<file path="src/rtl/core_pkg.sv">
// Shared constants and types for the 24-bit, 16-register core.
package core_pkg;
  localparam int DATA_W = 24;
  localparam int REG_AW = 4;

  // Write-back stage load tracking: IDLE = nothing outstanding, WAIT = load pending
  typedef enum logic {
    IDLE = 1'b0,
    WAIT = 1'b1
  } wb_state_t;
endpackage

</file>
<file path="src/rtl/load_wait_timer.sv">
// Cycle counter for an outstanding load: start loads 1, clear zeroes,
// otherwise counts up and saturates at TIMEOUT.
module load_wait_timer #(
  parameter int TIMEOUT = 16,
  parameter int CNT_W   = $clog2(TIMEOUT + 1)
) (
  input  logic             clk,
  input  logic             rst_n,
  input  logic             start,
  input  logic             clear,
  output logic             expired,
  output logic [CNT_W-1:0] count
);
  localparam logic [CNT_W-1:0] TMAX = CNT_W'(TIMEOUT);

  logic [CNT_W-1:0] cnt_q, cnt_d;

  // Next count: start wins over clear, then saturating increment
  always_comb begin
    cnt_d = cnt_q;
    if (start)              cnt_d = CNT_W'(1);
    else if (clear)         cnt_d = '0;
    else if (cnt_q != TMAX) cnt_d = cnt_q + CNT_W'(1);
  end

  // Count register
  always_ff @(posedge clk or negedge rst_n) begin
    if (!rst_n) cnt_q <= '0;
    else        cnt_q <= cnt_d;
  end

  assign count   = cnt_q;
  assign expired = (cnt_q == TMAX);
endmodule

</file>
<file path="src/rtl/mem_wb_stage.sv">
// MEM->WB pipeline register. Selects ALU or load data for write-back and
// holds upstream via Stall while a variable-latency load is outstanding.
// A load that outlives TIMEOUT cycles is dropped and flagged in LoadTimeout.
module mem_wb_stage #(
  parameter int DATA_W  = core_pkg::DATA_W,
  parameter int REG_AW  = core_pkg::REG_AW,
  parameter int TIMEOUT = 16
) (
  input  logic              clk,
  input  logic              rst_n,
  input  logic              InValid,
  input  logic              MemRead,
  input  logic              InRegWrite,
  input  logic [REG_AW-1:0] InWriteRegister,
  input  logic [DATA_W-1:0] ALUResult,
  input  logic              DmemRValid,
  input  logic [DATA_W-1:0] DmemRData,
  input  logic              Flush,
  output logic              Stall,
  output logic [REG_AW-1:0] WriteRegister,
  output logic [DATA_W-1:0] WriteData,
  output logic              RegWrite,
  output logic              LoadTimeout
);
  localparam int               CNT_W = $clog2(TIMEOUT + 1);
  localparam logic [CNT_W-1:0] TMAX  = CNT_W'(TIMEOUT);

  core_pkg::wb_state_t state_q, state_d;
  logic [REG_AW-1:0]   wr_reg_q, wr_reg_d, lat_dest_q, lat_dest_d;
  logic [DATA_W-1:0]   wr_data_q, wr_data_d;
  logic                reg_write_q, reg_write_d, lat_rw_q, lat_rw_d;
  logic                timeout_q, timeout_d;
  logic                tmr_start, tmr_clear, tmr_expired;
  logic [CNT_W-1:0]    tmr_count;

  logic idle_miss;
  assign idle_miss = (state_q == core_pkg::IDLE) & InValid & MemRead & ~DmemRValid & ~Flush;

  load_wait_timer #(.TIMEOUT(TIMEOUT), .CNT_W(CNT_W)) u_timer (
    .clk     (clk),
    .rst_n   (rst_n),
    .start   (tmr_start),
    .clear   (tmr_clear),
    .expired (tmr_expired),
    .count   (tmr_count)
  );

  // State register
  always_ff @(posedge clk or negedge rst_n) begin
    if (!rst_n) state_q <= core_pkg::IDLE;
    else        state_q <= state_d;
  end

  // Next state and timer control; the timer only runs while in WAIT
  always_comb begin
    state_d   = state_q;
    tmr_start = 1'b0;
    tmr_clear = 1'b0;
    case (state_q)
      core_pkg::IDLE: begin
        if (idle_miss) begin
          state_d   = core_pkg::WAIT;
          tmr_start = 1'b1;
        end else begin
          tmr_clear = 1'b1;
        end
      end
      core_pkg::WAIT: begin
        if (Flush || DmemRValid || tmr_expired) begin
          state_d   = core_pkg::IDLE;
          tmr_clear = 1'b1;
        end
      end
      default: begin
        state_d   = core_pkg::IDLE;
        tmr_clear = 1'b1;
      end
    endcase
  end

  // Capture / latch / timeout decisions; RegWrite defaults to a bubble
  always_comb begin
    wr_reg_d    = wr_reg_q;
    wr_data_d   = wr_data_q;
    reg_write_d = 1'b0;
    timeout_d   = timeout_q;
    lat_dest_d  = lat_dest_q;
    lat_rw_d    = lat_rw_q;
    case (state_q)
      core_pkg::IDLE: begin
        if (InValid && !Flush) begin
          if (!MemRead) begin
            wr_data_d   = ALUResult;
            wr_reg_d    = InWriteRegister;
            reg_write_d = InRegWrite;
          end else if (DmemRValid) begin
            wr_data_d   = DmemRData;
            wr_reg_d    = InWriteRegister;
            reg_write_d = InRegWrite;
          end else begin
            lat_dest_d  = InWriteRegister;
            lat_rw_d    = InRegWrite;
          end
        end
      end
      core_pkg::WAIT: begin
        // Flush beats a completing load; the held upstream instruction is ignored
        if (!Flush) begin
          if (DmemRValid) begin
            wr_data_d   = DmemRData;
            wr_reg_d    = lat_dest_q;
            reg_write_d = lat_rw_q;
          end else if (tmr_expired) begin
            timeout_d   = 1'b1;
          end
        end
      end
      default: ;
    endcase
  end

  // Write-back registers and latched load fields
  always_ff @(posedge clk or negedge rst_n) begin
    if (!rst_n) begin
      wr_reg_q    <= '0;
      wr_data_q   <= '0;
      reg_write_q <= 1'b0;
      timeout_q   <= 1'b0;
      lat_dest_q  <= '0;
      lat_rw_q    <= 1'b0;
    end else begin
      wr_reg_q    <= wr_reg_d;
      wr_data_q   <= wr_data_d;
      reg_write_q <= reg_write_d;
      timeout_q   <= timeout_d;
      lat_dest_q  <= lat_dest_d;
      lat_rw_q    <= lat_rw_d;
    end
  end

  // Stall drops in the cycle the load completes, times out or is flushed
  assign Stall = ((state_q == core_pkg::WAIT) & ~DmemRValid & ~Flush & (tmr_count != TMAX))
               | idle_miss;

  assign WriteRegister = wr_reg_q;
  assign WriteData     = wr_data_q;
  assign RegWrite      = reg_write_q;
  assign LoadTimeout   = timeout_q;
endmodule

</file>
<file path="config.mk">
export PLATFORM = sky130hd
export DESIGN_NAME = mem_wb_stage
export DESIGN_NICKNAME = d
export VERILOG_FILES = /design/src/rtl/core_pkg.sv /design/src/rtl/load_wait_timer.sv /design/src/rtl/mem_wb_stage.sv
export SDC_FILE = /design/constraint.sdc
export NUM_CORES = 1
export LEC_CHECK = 0
export ABC_CLOCK_PERIOD_IN_PS = 4900
export CAP_MARGIN = 20
export CORE_MARGIN = 2
export CORE_UTILIZATION = 47
export CTS_BUF_LIST = sky130_fd_sc_hd__clkbuf_8
export CTS_CLUSTER_SIZE = 40
export DETAILED_ROUTE_END_ITERATION = 12
export HOLD_SLACK_MARGIN = 0.08
export PLACE_DENSITY = 0.88
export REMOVE_ABC_BUFFERS = 1
export SYNTH_ARGS = -nofsm -noshare
export SYNTH_HDL_FRONTEND = slang
export SYNTH_SLANG_ARGS = --single-unit
</file>
<file path="constraint.sdc">
create_clock -name clk -period 4.9 [get_ports clk]
set_clock_uncertainty 0.1 [all_clocks]
set_input_delay 0.98 -clock clk [delete_from_list [all_inputs] [get_ports clk]]
set_output_delay 0.98 -clock clk [all_outputs]
set_load 0.03 [all_outputs]
</file>
**Word level (Yosys, flattened, before mapping)**

Index checks and enable logic that the tools add are counted.

- $add $sub $neg: 1
- Reduce and logical (&&, ||, !) cells: 9
- Multiplexer cells: 27
- Bitwise gates (word level): 11
- Equality and inequality tests: 6

Operator list:

| kind | count |
|---|---|
| two-way mux 24 bit | 4 |
| case mux 24 bit (2 select lines) | 1 |
| two-way mux 4 bit | 5 |
| two-way mux 5 bit | 3 |
| AND reduction 4 bit | 3 |
| two-way mux 1 bit | 10 |
| case mux 4 bit (2 select lines) | 1 |
| bitwise AND 1 bit | 7 |
| case mux 1 bit (2 select lines) | 3 |
| adder 5 x 1 -> 5 bit (second input constant) | 1 |
| == test 5 bit (second input constant) | 1 |
| inequality test 5 bit (second input constant) | 1 |
| inequality test 2 bit (second input constant) | 2 |
| inequality test 3 bit (second input constant) | 1 |
| NOT 1 bit | 3 |
| nonzero test 3 bit | 1 |
| logical OR 1 bit | 2 |
| inequality test 2 x 1 -> 1 bit (second input constant) | 1 |
| AND reduction 2 bit | 1 |
| logical AND 1 bit | 1 |
| zero test 1 bit | 1 |
| bitwise OR 1 bit | 1 |

- Bits of input ports: 59
- Bits in registers: 41
- Word-level logic and storage cells: 62
- Output and inout bits: 31

**Longest topological paths before layout**

Gate-level depths: netlist of the first run.

- Depth in word-level cells: 9
- Gate-level depth with buffers: 5
- Gate-level depth less buffers: 5

**Hierarchy**

A second synthesis of the first run with hierarchy kept.

- Cell total of the unflattened synthesis: 142
- Area total of the unflattened synthesis: 2,118.3 sq um

By module, submodules not included:

| module | cells each | seq. area each (sq um) | times used | area each (sq um) |
|---|---|---|---|---|
| mem_wb_stage | 119 | 900.9 | 1 | 1,856.8 |
| load_wait_timer | 23 | 125.1 | 1 | 261.5 |

**Worst setup path before layout of the first run**

OpenSTA, ideal clock, no wires.

- Path type: in2out
- Start point: input DmemRValid
- End point: output Stall
- Buffers on the path: 0
- Setup slack: 2,163 ps
- Cell stages on the path: 3
- Data required time: 3,820 ps
- Arrival time: 1,657 ps
- Cells stage by stage: nor2_1 o311ai_1 nand2_1

- Word-level cells in the longest chain between the ends: 5
- Elaborated cells between the ends (all ways): 7
- Classes of those cells: 7 x bitwise

Ends and longest elaborated chain:

| item | line | source |
|---|---|---|
| from (decl) | mem_wb_stage.sv:16 | `input logic DmemRValid,` |
| NOT 1 bit (no line) (*) | - |  |
| bitwise AND 1 bit (3 in a row) | mem_wb_stage.sv:142 | `assign Stall = ((state_q == core_pkg::WAIT) & ~DmemRValid & ~Flush & (tmr_count != TMAX))` |
| bitwise OR 1 bit (*) | mem_wb_stage.sv:143 | `\| idle_miss;` |
| to (decl) | mem_wb_stage.sv:19 | `output logic Stall,` |

Mark *: on every way between the ends. The rest lies on a longest branch, timed or not.

**Worst setup path in the final report of the first run**

Ends and elaborated chain as after synthesis.

==> results of run 1 <==
## Yosys cell counts
library cell  instances  share of area, %
dfrtp_1              41                50
nor2_4                1              0.55
o21ai_0               1              0.24
mux2_2               41                23
xnor2_1               2              0.86
a31o_2                1              0.43
buf_2                 2              0.49
nand2_1               3              0.55
buf_6                 3               1.7
a21oi_1               1              0.24
and3_1                2              0.61
nor3_1                1              0.24
inv_1                 4              0.73
nor2b_1               1              0.31
o311ai_1              1              0.43
nand2b_1              1              0.31
xor2_1                1              0.43
nor2_1                4              0.73
nand3_1               5               1.2
mux2_4               20                15
o221ai_4              1               1.3
ha_1                  2               1.2
## worst max-delay path, delay by kind of cell
kind | cells | cell delay (ns)
buffers and inverters | 2 | 1.16
AO/OA/AOI/OAI | 1 | 0.28
AND/OR/NAND/NOR | 2 | 0.44
## area by class of cell
class                   instances  area share (%)
repair buffers                 90            29.0
flip-flops and latches         41            33.3
clock buffers                   6            2.68
well taps                      50            2.03
multi-input cells              89            31.2
clock inverters                 2            1.22
inverters                       4           0.488
## metrics by stage
stage,std cells,utilization [%]
after floorplan,134,-
after global placement,274,72.4
after detailed placement,274,72.4
after CTS,282,75.3
after global routing,282,75.3
final,282,75.3
## logic make-up (layout without fill, tap and decap cells)
kind of cell	count (synthesis)	after routing
adders and majority gates	2	2
muxes	61	61
AOI/OAI and AO/OA	5	5
xor gates and xnor gates	3	3
buffers and inverters	9	102
DFF	41	41
and+or+nand+nor	18	18
## worst min path at each step
| stage | start | to | slack (ns) | cells past startpoint |
|---|---|---|---|---|
| after CTS | LoadTimeout | LoadTimeout | 0.40 | 1 |
| after global placement | LoadTimeout | LoadTimeout | 0.38 | 1 |
| after detailed placement | LoadTimeout | LoadTimeout | 0.38 | 1 |
| after global routing | LoadTimeout | LoadTimeout | 0.42 | 1 |
| after floorplan | lat_dest_q[0] | lat_dest_q[0] | 0.37 | 1 |
| final | LoadTimeout | LoadTimeout | 0.40 | 1 |
## flip-flops by register name, summed over array words and instances (netlist names)
register,flops
WriteData,24
u_timer.count,5
WriteRegister,4
lat_dest_q,4
LoadTimeout,1
RegWrite,1
lat_rw_q,1
state_q,1
## power by group
part	switching, W	leakage (nW)	total (W)	internal (W)
clock	0.000114	0.0574	0.000280	0.000166
combinational	0.000185	0.782	0.000402	0.000218
sequential	0.0000333	0.500	0.000434	0.000400
total	0.000332	1.34	0.00112	0.000783
## routing by layer
layer | GRT usage, % | routed length [um] | part of all wire (%) | up-vias
li1 | - | - | - | 678
met4 | 6.20 | 91 | 2.0 | 0
met1 | 22.0 | 1750 | 39 | 713
met2 | 35.8 | 2390 | 53 | 52
met3 | 5.34 | 293 | 6.5 | 8
met5 | 0 | 0 | 0 | -
==> impl_metrics.tcl, run 1 <==
set metrics [dict create \
    outcome "finished clean" \
    grt_pass1_vias 1596 \
    hold_class "register to register" \
    synth_xor_xnor_area_share_pct 1.29 \
    hold-worst-slack_ns 0.396 \
    syn2layout_area_growth_pct 50.5 \
    rsz0062_at_grt "no" \
    layout_common_cells "88 x clkdlybuf4s50_1, 41 x dfrtp_1, 41 x mux2_2" \
    num_antenna_cells 0 \
    place.port_buffers 89 \
    fin_area_um2 3080 \
    cts-resized-gates 0 \
    r2r_cells 4 \
    cts_buffer_depth 2 \
    postCtsSetupBuffers 0 \
    grt_max_degree 42 \
    relSlewSlack_pct 43.0 \
    grt_first_pass_wirelength_mm 7.58 \
    clkSinkCount 41 \
    netlist_area_um2 2040 \
    clock_latency_ns 0.29 \
    rows 23 \
    vias 1451 \
    yosys.area_share.simple_pct 4.53 \
    routed_wl_mm 4.53 \
    slew_viol_final 0 \
    avgViaCountPerCell 5.15 \
    pre_cts_ws_ns 0.976 \
    antenna_found_initial 0 \
    ff2ff_setup_slack_ns 2.56 \
    synthMuxAreaShare_pct 37.3 \
    ios 90 \
    crit_end "Stall" \
    ys_types 22 \
    r2r_start "state_q" \
    dr.pass1.iters 4 \
    initial_core_util_pct 50.0 \
    die_y_um 70.0 \
    cpMaxStageDelayCell "clkdlybuf4s50_1" \
    multiInputGateArea_um2 960 \
    hold_violations 0 \
    layout_commonest_cell "clkdlybuf4s50_1" \
    fin_ws_ns 0.953 \
    cp.required_ns 3.82 \
    setup_viol 0 \
    drt_iter0_drc 63 \
    synth_top_family_by_area "multiplexers" \
    clk_pin_slew_ns 0.07 \
    wl_per_cell_um 16.1 \
    dp_hpwl_mm 3.22 \
    die_area_um2 4890 \
    synth_adder_area_share_pct 1.22 \
    power.density_nw_per_um2 363 \
    crit_chain "clkdlybuf4s50_1, nor2_1, o311ai_1, nand2_1, clkdlybuf4s50_1" \
    core_area_um2 4090 \
    vdd_drop_max_v 0.000276 \
    placed_area_um2 2960 \
    finish.net_count 292 \
    worst_slew_pin_slew_ns 0.855 \
    slowest_delay_ns 0.67 \
    fin_crit_ns 3.95 \
    crit_arrival_ns 2.87 \
    synth-compound-area-share_pct 2.63 \
    drc_errors 0 \
    gr-total-overflow 0 \
    htreeDepth 2 \
    tns_ns 0 \
    crit_path_max_fanout 6 \
    cts_tree "done" \
    period_share_pct 80.6 \
    cts_root_buf "clkbuf_8" \
    seq_area_um2 1030 \
    setup.worst_path.class "input pin to primary output" \
    synthCells 139 \
    r2r-end "WriteData[15]" \
    grt_usage_pct 19.6 \
    drtAntennaViolNets 0 \
    hold_buffers 0 \
    power_w 0.00112 \
    synth_seq_cells 41 \
    yosysWarningCount 0 \
    start_kind "input pin" \
    seq_area_frac_synth_pct 50.2 \
    power.leakage_nw 1.34 \
    fmax_mhz 253 \
    cp_common_cell "clkdlybuf4s50_1" \
    dieWidth_um 70.0 \
    drv_cap 0 \
    globalplace.congestion 0.748 \
    cts_inserted_buffers 5 \
    avgSynthCellArea_um2 14.7 \
    fill_cells 285 \
    critPathCaptureType "primary output" \
    drive_gt1_share_pct 31.9 \
    crit_start "DmemRValid" \
]
No activity file was read; power rests on OpenSTA's default activity.
==> run 2, diff against run 1 <==
--- a/config.mk
+++ b/config.mk
@@ -5,15 +5,15 @@
 export SDC_FILE = /design/constraint.sdc
 export NUM_CORES = 1
 export LEC_CHECK = 0
-export ABC_CLOCK_PERIOD_IN_PS = 4900
+export ABC_CLOCK_PERIOD_IN_PS = 3750
 export CAP_MARGIN = 20
 export CORE_MARGIN = 2
-export CORE_UTILIZATION = 47
+export CORE_UTILIZATION = 43
 export CTS_BUF_LIST = sky130_fd_sc_hd__clkbuf_8
 export CTS_CLUSTER_SIZE = 40
 export DETAILED_ROUTE_END_ITERATION = 12
 export HOLD_SLACK_MARGIN = 0.08
-export PLACE_DENSITY = 0.88
+export PLACE_DENSITY = 0.82
 export REMOVE_ABC_BUFFERS = 1
 export SYNTH_ARGS = -nofsm -noshare
 export SYNTH_HDL_FRONTEND = slang
==> constraint.sdc (replaced) <==
create_clock -name clk -period 3.75 [get_ports clk]
set_clock_uncertainty 0.1 [all_clocks]
set_input_delay 0.75 -clock clk [delete_from_list [all_inputs] [get_ports clk]]
set_output_delay 0.75 -clock clk [all_outputs]
set_load 0.03 [all_outputs]
==> impl_metrics.tcl, run 2 (same netlist as run 1, synthesis figures left out) <==
set metrics [dict create \
    setup_viol 0 \
    dieWidth_um 73.0 \
    finish.net_count 293 \
    tns_ns 0 \
    relSlewSlack_pct 41.0 \
    fin_crit_ns 3.46 \
    clock_latency_ns 0.28 \
    cts_root_buf "clkbuf_8" \
    avgViaCountPerCell 5.00 \
    vias 1435 \
    cp.required_ns 2.90 \
    layout_commonest_cell "clkdlybuf4s50_1" \
    gr-total-overflow 0 \
    period_share_pct 92.3 \
    grt_max_degree 42 \
    grt_pass1_vias 1461 \
    dp_hpwl_mm 3.29 \
    globalplace.congestion 0.764 \
    hold_class "register to register" \
    postCtsSetupBuffers 0 \
    cts_inserted_buffers 5 \
    place.port_buffers 89 \
    slew_viol_final 0 \
    die_area_um2 5320 \
    hold-worst-slack_ns 0.400 \
    power.density_nw_per_um2 472 \
    outcome "finished clean" \
    rows 25 \
    power.leakage_nw 1.34 \
    fin_area_um2 3090 \
    hold_buffers 0 \
    vdd_drop_max_v 0.000260 \
    drt_iter0_drc 63 \
    grt_usage_pct 16.9 \
    drv_cap 0 \
    core_area_um2 4660 \
    htreeDepth 2 \
    crit_path_max_fanout 6 \
    start_kind "input pin" \
    cts_buffer_depth 2 \
    syn2layout_area_growth_pct 51.1 \
    drtAntennaViolNets 0 \
    antenna_found_initial 0 \
    setup.worst_path.class "input pin to primary output" \
    cts_tree "done" \
    rsz0062_at_grt "no" \
    drc_errors 0 \
    grt_first_pass_wirelength_mm 6.92 \
    ios 90 \
    cts-resized-gates 0 \
    dr.pass1.iters 3 \
    wl_per_cell_um 15.5 \
    fill_cells 375 \
    worst_slew_pin_slew_ns 0.884 \
    layout_common_cells "88 x clkdlybuf4s50_1, 41 x dfrtp_1, 41 x mux2_2" \
    largest_reg_flops 24 \
    drive_gt1_share_pct 32.2 \
    crit_arrival_ns 2.61 \
    routed_wl_mm 4.44 \
    hold_violations 0 \
    clk_pin_slew_ns 0.07 \
    fmax_mhz 289 \
    critPathCaptureType "primary output" \
    placed_area_um2 2970 \
    die_y_um 73.0 \
    initial_core_util_pct 43.9 \
    clkSinkCount 41 \
    num_antenna_cells 0 \
]
## run 2: layer usage
layer	part of all wire, %	vias up	global-route usage (%)	wire length (um)
li1	-	681	-	-
met1	42	705	21.2	1860
met2	52	43	28.8	2300
met3	4.1	6	3.73	182
met4	2.1	0	6.17	91
met5	0	-	0	0
## run 2: final timing paths
| check | startpoint | cells past startpoint | slack [ns] | endpoint |
|---|---|---|---|---|
| max in group asynchronous | rst_n | 1 | 2.50 | WriteData[19] |
| min in group asynchronous | rst_n | 1 | 0.48 | lat_dest_q[3] |
| worst max register to register | state_q | 4 | 1.73 | WriteData[6] |
| worst min-delay path | LoadTimeout | 1 | 0.40 | LoadTimeout |
| worst max-delay path | DmemRValid | 5 | 0.29 | Stall |
| worst min register to register | LoadTimeout | 1 | 0.40 | LoadTimeout |
## run 2: area by class of cell
class                           count  area, um2  area share [%]
Sequential cell                    41       1030            33.2
Multi-Input combinational cell     89        960            31.1
Timing Repair Buffer               91        901            29.2
Clock buffer                        6       82.6            2.67
Tap cell                           54       67.6            2.19
Clock inverter                      2       37.5            1.22
Inverter                            4       15.0           0.486
## run 2: metrics by stage
stage	setup slack, ns	instances	utilization, %	power, W
global placement	0.341	279	63.7	0.00110
CTS	0.286	287	66.3	0.00147
finish	0.288	287	66.3	0.00146
detailed placement	0.291	279	63.7	0.00111
floorplan	1.42	134	-	0.000861
global route	0.168	287	66.3	0.00152
## run 2: worst max-delay path: stages
cell and delay, ns:
clkdlybuf4s50_1 0.49, nor2_1 0.28, o311ai_1 0.27, nand2_1 0.15, clkdlybuf4s50_1 0.67
## run 2: power breakdown
| group | switching [W] | internal, W |
|---|---|---|
| combinational | 0.000241 | 0.000285 |
| sequential | 0.0000453 | 0.000523 |
| clock | 0.000146 | 0.000216 |
| total | 0.000433 | 0.00102 |
